==> src/rtl/rv32_pkg.sv <==
// Shared RV32I encoding definitions: format codes, major opcodes,
// NOP word, field bundle and an immediate range helper.
package rv32_pkg;

  typedef enum logic [2:0] {
    FMT_R = 3'd0,
    FMT_I = 3'd1,
    FMT_S = 3'd2,
    FMT_B = 3'd3,
    FMT_U = 3'd4,
    FMT_J = 3'd5
  } fmt_e;

  localparam logic [6:0] OP_OP     = 7'b0110011;
  localparam logic [6:0] OP_LOAD   = 7'b0000011;
  localparam logic [6:0] OP_IMM    = 7'b0010011;
  localparam logic [6:0] OP_JALR   = 7'b1100111;
  localparam logic [6:0] OP_STORE  = 7'b0100011;
  localparam logic [6:0] OP_BRANCH = 7'b1100011;
  localparam logic [6:0] OP_LUI    = 7'b0110111;
  localparam logic [6:0] OP_AUIPC  = 7'b0010111;
  localparam logic [6:0] OP_JAL    = 7'b1101111;

  localparam logic [6:0] F7_ZERO = 7'b0000000;
  localparam logic [6:0] F7_ALT  = 7'b0100000;

  localparam logic [31:0] NOP_WORD = 32'h0000_0013;

  typedef struct packed {
    logic [2:0]  fmt;
    logic [6:0]  opcode;
    logic [2:0]  func3;
    logic [6:0]  func7;
    logic [4:0]  rd;
    logic [4:0]  rs1;
    logic [4:0]  rs2;
    logic [31:0] imm;
  } fields_t;

  // True when v[31:msb] are all equal, i.e. v is a sign extension
  // of its low msb+1 bits.
  function automatic logic sext_fits(
    input logic [31:0] v,
    input logic [4:0]  msb
  );
    logic [31:0] t;
    t = 32'($signed(v) >>> msb);
    return (t == '0) || (t == '1);
  endfunction

endpackage

==> src/rtl/instr_field_pack.sv <==
// Combinational RV32I legality check and bit packing.
// Ports: f (field bundle) in; instr (word or NOP), illegal out.
module instr_field_pack
  import rv32_pkg::*;
(
  input  fields_t     f,
  output logic [31:0] instr,
  output logic        illegal
);

  logic        is_r, is_i, is_s;
  logic        is_b, is_u, is_j;
  logic        shift, f3_alt;
  logic        fit11, fit12, fit20;
  logic        legal;
  logic [31:0] word;

  assign is_r = f.fmt == FMT_R;
  assign is_i = f.fmt == FMT_I;
  assign is_s = f.fmt == FMT_S;
  assign is_b = f.fmt == FMT_B;
  assign is_u = f.fmt == FMT_U;
  assign is_j = f.fmt == FMT_J;

  assign shift = (f.opcode == OP_IMM) &&
                 (f.func3 == 3'b001 ||
                  f.func3 == 3'b101);
  assign f3_alt = f.func3 == 3'b101;

  assign fit11 = sext_fits(f.imm, 5'd11);
  assign fit12 = sext_fits(f.imm, 5'd12);
  assign fit20 = sext_fits(f.imm, 5'd20);

  always_comb begin
    legal = 1'b0;
    word  = '0;
    unique case (1'b1)
      is_r: begin
        legal = (f.opcode == OP_OP) &&
                ((f.func7 == F7_ZERO) ||
                 (f.func7 == F7_ALT &&
                  (f.func3 == 3'b000 || f3_alt)));
        word = {f.func7, f.rs2, f.rs1,
                f.func3, f.rd, f.opcode};
      end
      is_i: begin
        if (shift) begin
          legal = (f.imm[31:5] == '0) &&
                  ((f.func7 == F7_ZERO) ||
                   (f.func7 == F7_ALT && f3_alt));
          word = {f.func7, f.imm[4:0], f.rs1,
                  f.func3, f.rd, f.opcode};
        end else begin
          if (f.opcode == OP_IMM)
            legal = fit11;
          else if (f.opcode == OP_LOAD)
            legal = fit11 && (f.func3 inside
                    {3'b000, 3'b001, 3'b010,
                     3'b100, 3'b101});
          else if (f.opcode == OP_JALR)
            legal = fit11 && f.func3 == 3'b000;
          word = {f.imm[11:0], f.rs1,
                  f.func3, f.rd, f.opcode};
        end
      end
      is_s: begin
        legal = (f.opcode == OP_STORE) &&
                (f.func3 <= 3'b010) && fit11;
        word = {f.imm[11:5], f.rs2, f.rs1,
                f.func3, f.imm[4:0], f.opcode};
      end
      is_b: begin
        legal = (f.opcode == OP_BRANCH) &&
                (f.func3 != 3'b010) &&
                (f.func3 != 3'b011) &&
                fit12 && !f.imm[0];
        word = {f.imm[12], f.imm[10:5], f.rs2,
                f.rs1, f.func3, f.imm[4:1],
                f.imm[11], f.opcode};
      end
      is_u: begin
        legal = (f.opcode == OP_LUI ||
                 f.opcode == OP_AUIPC) &&
                (f.imm[11:0] == '0);
        word = {f.imm[31:12], f.rd, f.opcode};
      end
      is_j: begin
        legal = (f.opcode == OP_JAL) &&
                fit20 && !f.imm[0];
        word = {f.imm[20], f.imm[10:1], f.imm[11],
                f.imm[19:12], f.rd, f.opcode};
      end
      default: legal = 1'b0;
    endcase
  end

  assign instr   = legal ? word : NOP_WORD;
  assign illegal = ~legal;

endmodule

==> src/rtl/instr_encoder.sv <==
// Two-stage valid/ready RV32I encoder: S1 holds fields, S2 holds word,
// address and illegal flag. Ports: field bundle in, encoded word out.
module instr_encoder
  import rv32_pkg::*;
#(
  parameter logic [31:0] BASE_ADDR   = 32'h0000_0000,
  parameter int          DEPTH_WORDS = 256
) (
  input  logic        CLK,
  input  logic        RESET_N,
  input  logic        IN_VALID,
  output logic        IN_READY,
  input  logic [2:0]  FMT,
  input  logic [6:0]  OPCODE,
  input  logic [2:0]  FUNC3,
  input  logic [6:0]  FUNC7,
  input  logic [4:0]  RD,
  input  logic [4:0]  RS1,
  input  logic [4:0]  RS2,
  input  logic [31:0] IMM,
  output logic        OUT_VALID,
  input  logic        OUT_READY,
  output logic [31:0] INSTR,
  output logic [31:0] INSTR_ADDR,
  output logic        ILLEGAL,
  output logic [7:0]  ERR_COUNT
);

  localparam logic [31:0] LAST_ADDR =
    BASE_ADDR + 32'(4 * (DEPTH_WORDS - 1));

  fields_t     in_f;
  fields_t     s1_f;
  logic        s1_valid;
  logic        s2_valid;
  logic        s2_free;
  logic        s1_move;
  logic        accept;
  logic        out_fire;
  logic [31:0] pk_instr;
  logic        pk_illegal;
  logic [31:0] instr_q;
  logic [31:0] addr_q;
  logic        illegal_q;
  logic [7:0]  err_q;

  always_comb begin
    in_f        = '0;
    in_f.fmt    = FMT;
    in_f.opcode = OPCODE;
    in_f.func3  = FUNC3;
    in_f.func7  = FUNC7;
    in_f.rd     = RD;
    in_f.rs1    = RS1;
    in_f.rs2    = RS2;
    in_f.imm    = IMM;
  end

  assign s2_free  = ~s2_valid | OUT_READY;
  assign s1_move  = s1_valid & s2_free;
  // Held low during reset so nothing is taken in that window.
  assign IN_READY = RESET_N & (~s1_valid | s2_free);
  assign accept   = IN_VALID & IN_READY;
  assign out_fire = s2_valid & OUT_READY;

  always_ff @(posedge CLK or negedge RESET_N) begin
    if (!RESET_N) begin
      s1_valid <= 1'b0;
      s1_f     <= '0;
    end else begin
      if (~s1_valid | s2_free)
        s1_valid <= IN_VALID;
      if (accept)
        s1_f <= in_f;
    end
  end

  instr_field_pack u_pack (
    .f       (s1_f),
    .instr   (pk_instr),
    .illegal (pk_illegal)
  );

  always_ff @(posedge CLK or negedge RESET_N) begin
    if (!RESET_N) begin
      s2_valid  <= 1'b0;
      instr_q   <= '0;
      illegal_q <= 1'b0;
    end else begin
      if (s2_free)
        s2_valid <= s1_valid;
      if (s1_move) begin
        instr_q   <= pk_instr;
        illegal_q <= pk_illegal;
      end
    end
  end

  // Address is bound at output, so it always follows output order.
  always_ff @(posedge CLK or negedge RESET_N) begin
    if (!RESET_N) begin
      addr_q <= BASE_ADDR;
      err_q  <= '0;
    end else if (out_fire) begin
      addr_q <= (addr_q == LAST_ADDR) ?
                BASE_ADDR : addr_q + 32'd4;
      if (illegal_q && err_q != 8'hFF)
        err_q <= err_q + 8'd1;
    end
  end

  assign OUT_VALID  = s2_valid;
  assign INSTR      = instr_q;
  assign INSTR_ADDR = addr_q;
  assign ILLEGAL    = illegal_q;
  assign ERR_COUNT  = err_q;

endmodule

==> config.mk <==
export PLATFORM = sky130hd
export DESIGN_NAME = instr_encoder
export DESIGN_NICKNAME = d
export VERILOG_FILES = /design/src/rtl/rv32_pkg.sv /design/src/rtl/instr_field_pack.sv /design/src/rtl/instr_encoder.sv
export SDC_FILE = /design/constraint.sdc
export NUM_CORES = 1
export LEC_CHECK = 0
export CAP_MARGIN = 25
export CORE_MARGIN = 8
export CORE_UTILIZATION = 45
export CTS_CLUSTER_DIAMETER = 30
export CTS_CLUSTER_SIZE = 24
export DETAILED_ROUTE_END_ITERATION = 8
export HOLD_SLACK_MARGIN = 0.03
export PLACE_DENSITY_LB_ADDON = 0.05
export REMOVE_ABC_BUFFERS = 1
export SLEW_MARGIN = 20
export SYNTH_ARGS = -nofsm -noshare
export SYNTH_HDL_FRONTEND = slang
export SYNTH_HIERARCHICAL = 1
export SYNTH_SLANG_ARGS = --single-unit
==> constraint.sdc <==
create_clock -name CLK -period 5.85 [get_ports CLK]
set_input_delay 1.17 -clock CLK [delete_from_list [all_inputs] [get_ports CLK]]
set_output_delay 1.17 -clock CLK [all_outputs]
set_load 0.05 [all_outputs]
After elaboration in Yosys (flattened, before gate mapping)

Cells that the tools add are included.

Flip-flop bits (word level): 142
Output and inout port bits: 75

Add/subtract/negate cells: 2
Order comparisons: 1
Eq/ne operators: 26
Mux-type cells: 9
Bitwise operators: 9
Reductions and logical operators: 36

Operators by type and width:

| cell                                                                    | number |
|---|---|
| 32-bit case mux with 6 select lines                                     | 1 |
| 32-bit equality test, second input constant                             | 3 |
| 32-bit zero test                                                        | 3 |
| 32-bit two-way mux                                                      | 3 |
| 32-bit by 3-bit adder with 32-bit output, second input constant         | 1 |
| 32-bit by 10-bit equality test with 1-bit output, second input constant | 1 |
| 7-bit by 6-bit equality test with 1-bit output, second input constant   | 4 |
| 27-bit zero test                                                        | 1 |
| 7-bit equality test, second input constant                              | 3 |
| 1-bit logical AND                                                       | 17 |
| 7-bit by 5-bit equality test with 1-bit output, second input constant   | 2 |
| 3-bit equality test, second input constant                              | 4 |
| 12-bit zero test                                                        | 1 |
| 3-bit by 2-bit equality test with 1-bit output, second input constant   | 3 |
| 8-bit by 1-bit adder with 8-bit output, second input constant           | 1 |
| 1-bit logical OR                                                        | 8 |
| 8-bit != test, second input constant                                    | 1 |
| 7-bit by 2-bit equality test with 1-bit output, second input constant   | 1 |
| 7-bit zero test                                                         | 1 |
| 3-bit by 1-bit equality test with 1-bit output, second input constant   | 2 |
| 3-bit zero test                                                         | 2 |
| 3-bit by 2-bit != test with 1-bit output, second input constant         | 2 |
| 1-bit case mux with 6 select lines                                      | 1 |
| 5-bit nonzero test                                                      | 1 |
| other kinds (7)                                                         | 16 |

Depth between registers and ports, before layout

Gate-level depths: netlist (run 1).

Word-level depth: 9
Depth in mapped cells: 10
Gate-level depth less buffers: 7

By module

Netlist (run 1), hierarchy kept.

Modules (own cells, without submodules):

| module           | times used | cells each | area each (µm²) | seq. area each (µm²) |
|---|---|---|---|---|
| instr_encoder    | 1          | 390        | 5786.8          | 3503.4 |
| instr_field_pack | 1          | 162        | 1017.2          | 0.0 |

Worst setup path before layout (run 1)

No wires, ideal clock.

Path type: input to output
From: input port OUT_READY
To: output port IN_READY
Arrival: 1.582 ns
Data required time: 4.680 ns
Slack: 3.098 ns
Cell stages on the path: 2
Buffers on the path: 0
Cells stage by stage: nor2b_2 -> a21boi_4

Word-level cells in the longest chain between the ends: 3

Ends and longest elaborated chain:

| what              | RTL line            | source |
|---|---|---|
| from (decl)       | instr_encoder.sv:22 | `input logic OUT_READY,` |
| 1-bit OR          | instr_encoder.sv:59 | `assign s2_free = ~s2_valid \| OUT_READY;` |
| 1-bit OR          | instr_encoder.sv:62 | `assign IN_READY = RESET_N & (~s1_valid \| s2_free);` |
| 1-bit bitwise AND | instr_encoder.sv:62 |  |
| to (decl)         | instr_encoder.sv:12 | `output logic IN_READY,` |

Every way passes these cells.

Worst setup path in the final report (run 1)

Same ends and word-level chain as after synthesis.

==> results of run 1 <==
[cell families after synthesis]
| kind of cell | Yosys count |
|---|---|
| AOI/OAI and AO/OA | 53 |
| and+or+nand+nor | 177 |
| DFF | 140 |
| other | 2 |
| adders and majority gates | 2 |
| muxes | 113 |
| buffers and inverters | 33 |
| xor gates and xnor gates | 32 |
[worst max-delay path, stage by stage]
cell	delay, ns
clkdlybuf4s50_1	0.65
nor2b_2	0.12
a21boi_4	0.20
clkdlybuf4s50_1	0.83
[cell usage after synthesis, drive strengths merged (10+ instances only)]
master / instances
dfrtp: 140
mux2: 103
nor2: 35
xnor2: 29
buf: 24
nand4: 24
nand3: 22
nand2: 21
nor2b: 14
a21oi: 12
nor3: 12
and3: 11
o21ai: 11
mux2i: 10
[final timing paths]
check / from / to / slack (ns) / cells after the start
worst max-delay path: OUT_READY / IN_READY / 1.71 / 4
worst min-delay path: ERR_COUNT[6] / ERR_COUNT[6] / 0.50 / 1
worst max register to register: s1_f[66] / INSTR[14] / 2.45 / 8
worst min register to register: ERR_COUNT[6] / ERR_COUNT[6] / 0.50 / 1
max in group asynchronous: RESET_N / s1_f[60] / 4.09 / 2
min in group asynchronous: RESET_N / INSTR_ADDR[29] / 0.64 / 1
[stage by stage]
step,instance area (um2),hold WS [ns]
final,9000,0.495
after global routing,9000,0.501
after detailed placement,8300,0.484
after CTS,8970,0.497
after floorplan,6600,0.471
after global placement,8300,0.477
[where the power goes]
group	total [mW]	internal [mW]	switching [mW]	leakage (nW)
logic	0.697	0.335	0.363	1.75
clock network	1.22	0.808	0.413	0.316
registers	1.28	1.10	0.176	1.75
total	3.20	2.24	0.952	3.81
[cell type report]
cell class | count | share of cell area [%]
Clock inverter | 12 | 2.42
Tap cell | 188 | 2.61
Inverter | 4 | 0.167
Clock buffer | 20 | 4.97
Multi-Input combinational cell | 381 | 34.4
Timing Repair Buffer | 147 | 16.5
Sequential cell | 140 | 38.9
[registers in the layout (all words and copies together) (netlist names)]
signal / flops
s1_f: 67
INSTR: 32
INSTR_ADDR: 30
ERR_COUNT: 8
ILLEGAL: 1
OUT_VALID: 1
s1_valid: 1
[per-layer routing]
| metal | wire length (um) | part of all wire, % | up-vias | GRT usage (%) |
|---|---|---|---|---|
| met2 | 7980 | 46 | 137 | 27.8 |
| met3 | 1070 | 6.2 | 11 | 6.61 |
| met4 | 137 | 0.80 | 0 | 5.14 |
| met1 | 7990 | 47 | 2456 | 23.9 |
| met5 | 0 | 0 | - | 0 |
| li1 | - | - | 2296 | - |
==> results.yml, run 1 <==
logic_synthesis:
  synth-edff-count: 0
  syn_area_um2: 6800
  synth_top_family_by_area: "multiplexers"
  syn_inst: 552
  synth_compound_area_share_pct: 6.03
  synth_mux_area_share_pct: 20.2
  synth-xor-area-share_pct: 4.12
  synth-adder-area-share_pct: 0.368
  ys_types: 59
  syn-mean-instance-area_um2: 12.3
  synth-seq-area-share_pct: 51.5
  yosys.area.top_type: "dfrtp_1"
  synth-simple-area-share_pct: 14.4
  synth_top_area_share_pct: 51.5
  synth_flop_cell: "dfrtp_1"
  yosysWarningCount: 6
  synth.ff_latch_count: 140
  async_reset_ff_share_pct: 100
  synthTopCellsByArea: "dfrtp_1 (51%), mux2_2 (12%), mux2_4 (6.6%)"
timing:
  period_needed_ns: 4.14
  slew_viol_final: 0
  timing_worst_slew_pin_value_ns: 0.996
  max_freq_ghz: 0.241
  final.setup.tns_ns: 0
  finalCritPeriodShare_pct: 70.8
  max_slew_margin_pct: 33.6
  clock_skew_ns: 0.00642
  setup-violations-final: 0
  fin_ws_ns: 1.71
  finalHoldViolations: 0
  rsz0062_at_grt: "no"
place:
  place_congestion: 0.818
  place.detailed.instances: 859
  hpwl_um: 12000
  port_buffers: 143
  dpl_worst_slack_ns: 1.72
grt:
  grt_max_degree: 68
  antenna_found_initial: 0
  grtUsageTotal_pct: 18.3
  grt_pass1_wl_um: 28200
  first_global_vias: 5239
  grt_overflow_total: 0
layout:
  mostFrequentLayoutCells: "clkdlybuf4s50_1 (142), dfrtp_1 (140), mux2_2 (73)"
  layout-drive-gt1-share_pct: 21.7
  regArea_um2: 3500
  nNetsFinal: 764
  final_util_pct: 60.1
  num_antenna_cells: 0
  fillCellCount: 1211
  multi_input_area_um2: 3100
  stdcell_count: 892
  mostFrequentLayoutCell: "clkdlybuf4s50_1"
  area_delta_synth_final_pct: 32.2
worst_setup_path:
  cp.required_ns: 4.68
  start_kind: "primary input"
  crit_fanout: 8
  endpoint_kind: "primary output"
  worstSetupPathType: "in2out"
  cp.arrival_ns: 2.97
drt:
  wl_um: 17200
  vias: 4900
  wl_per_cell_um: 19.3
  vias_per_cell: 5.49
  drcViolationCount: 0
  dr.pass1.iters: 5
  ant_nets: 0
  drt-initial-drc-count: 314
pwr:
  p_leak_nw: 3.81
  p_per_area_nw_per_um2: 355
  peakVddDrop_mv: 0.247
  fin_total_pwr_mw: 3.20
hold_path:
  hold_class: "reg2reg"
floorplanning:
  die_y_um: 139
  row_count: 45
  core-area_um2: 15000
  start_util_pct: 45.4
  die-width_um: 139
  io_pins: 146
  die_area_um2: 19300
clock_tree:
  cts_tree: "done"
  root_buffer: "clkbuf_16"
  insertion_delay_ns: 0.42
  cts_setup_buffers: 0
  numClockSinks: 140
  htreeDepth: 4
  cts_hold_buf: 0
  clk_pin_slew_ns: 0.06
  cts_resized: 0
  cts-buffers-inserted: 17
  clockBufferDepth: 2
run:
  max_cap_viol_count: 0
status:
  status: "completed"
Note: power is estimated with default switching activity, not from simulation.
==> run 2, diff against run 1 <==
==> constraint.sdc (replaced) <==
create_clock -name CLK -period 3.9 [get_ports CLK]
set_input_delay 0.78 -clock CLK [delete_from_list [all_inputs] [get_ports CLK]]
set_output_delay 0.78 -clock CLK [all_outputs]
set_load 0.05 [all_outputs]
==> results.yml, run 2 (same netlist as run 1, synthesis figures left out) <==
clock_tree:
  cts_setup_buffers: 0
  numClockSinks: 140
  root_buffer: "clkbuf_16"
  cts_resized: 0
  clk_pin_slew_ns: 0.06
  htreeDepth: 4
  clockBufferDepth: 2
  cts_tree: "done"
  insertion_delay_ns: 0.41
  cts-buffers-inserted: 17
  cts_hold_buf: 0
place:
  dpl_worst_slack_ns: 0.729
  place_congestion: 0.852
  port_buffers: 143
  hpwl_um: 12400
drt:
  ant_nets: 0
  vias_per_cell: 5.53
  wl_um: 17400
  drt-initial-drc-count: 321
  dr.pass1.iters: 5
  wl_per_cell_um: 19.3
  vias: 4968
  drcViolationCount: 0
grt:
  grt_max_degree: 69
  grt_pass1_wl_um: 28300
  antenna_found_initial: 0
  grt_overflow_total: 0
  first_global_vias: 5169
  grtUsageTotal_pct: 18.4
worst_setup_path:
  cp.arrival_ns: 2.38
  slowest_delay_ns: 0.84
  crit_top_cell: "clkdlybuf4s50_1"
  worstPathCellList: "clkdlybuf4s50_1 > nor2b_2 > a21boi_4 > clkdlybuf4s50_1"
  cp_slowest_cell: "clkdlybuf4s50_1"
  worstSetupPathType: "in2out"
  crit_fanout: 4
  endpoint_kind: "primary output"
  start_kind: "primary input"
  crit_family: "buffers and inverters"
  critPathBufInv: 2
  cp.required_ns: 3.12
timing:
  max_freq_ghz: 0.316
  max_slew_margin_pct: 36.2
  rsz0062_at_grt: "no"
  finalHoldViolations: 0
  slew_viol_final: 0
  setup-violations-final: 0
  finalCritPeriodShare_pct: 81.1
  period_needed_ns: 3.16
  hold_ws_ns: 0.166
  timing_worst_slew_pin_value_ns: 0.956
  fin_ws_ns: 0.738
  final.setup.tns_ns: 0
  clock_skew_ns: 0.00709
layout:
  largest_reg_flops: 67
  mostFrequentLayoutCell: "clkdlybuf4s50_1"
  top_register: "s1_f"
  final_util_pct: 59.8
  num_antenna_cells: 0
  mostFrequentLayoutCells: "clkdlybuf4s50_1 (142), dfrtp_1 (140), mux2_2 (73)"
  layout-drive-gt1-share_pct: 22.6
  area_delta_synth_final_pct: 31.6
  nNetsFinal: 771
hold_path:
  hold_class: "in2async"
pwr:
  fin_total_pwr_mw: 4.54
  p_leak_nw: 3.81
  p_per_area_nw_per_um2: 508
  peakVddDrop_mv: 0.443
floorplanning:
  die_area_um2: 19300
  row_count: 45
  die_y_um: 139
  core-area_um2: 15000
  start_util_pct: 45.4
  io_pins: 146
  die-width_um: 139
run:
  max_cap_viol_count: 0
status:
  status: "completed"
## run 2: path summary, 6_finish.rpt
path	from	end	slack [ns]	cells after the start
max	OUT_READY	IN_READY	0.74	4
min	RESET_N	INSTR_ADDR[20]	0.17	1
max reg2reg	s1_f[66]	INSTR[24]	0.76	8
min reg2reg	ERR_COUNT[6]	ERR_COUNT[6]	0.50	1
max in group asynchronous	RESET_N	s1_f[54]	1.85	3
min in group CLK	ERR_COUNT[6]	ERR_COUNT[6]	0.50	1
## run 2: worst register-to-register path, delay by kind of cell, from the launching register on
| family | cells | cell delay, ns |
|---|---|---|
| AOI/OAI and AO/OA | 2 | 1.00 |
| muxes | 1 | 0.26 |
| buffers and inverters | 1 | 0.33 |
| DFF | 1 | 0.72 |
| and+or+nand+nor | 4 | 0.72 |
## run 2: power by group
| part | leakage, nW | switching [mW] | internal [mW] | total, mW |
|---|---|---|---|---|
| sequential | 1.75 | 0.260 | 1.65 | 1.91 |
| clock | 0.280 | 0.613 | 0.958 | 1.57 |
| combinational | 1.78 | 0.555 | 0.507 | 1.06 |
## run 2: metal layers
| layer | vias to the layer above | routed length, um | global-route usage (%) |
|---|---|---|---|
| met1 | 2493 | 7910 | 24.0 |
| met4 | 0 | 210 | 4.91 |
| met2 | 152 | 8060 | 28.0 |
| li1 | 2309 | - | - |
| met3 | 14 | 1220 | 7.13 |
| met5 | - | 0 | 0 |
## run 2: final cells by class
cell class | instances | area (um2)
fill | 1263 | 6020
sequential | 140 | 3500
multi-input combinational | 381 | 3090
timing repair buffer | 154 | 1530
clock buffer | 22 | 494
tap | 188 | 235
clock inverter | 10 | 88.8
inverter | 4 | 15.0
## run 2: metrics by stage
stage	instance area, um2	std cells
detailed placement	8370	867
floorplan	6600	525
global route	8950	899
finish	8950	899
global placement	8370	867
CTS	8950	899
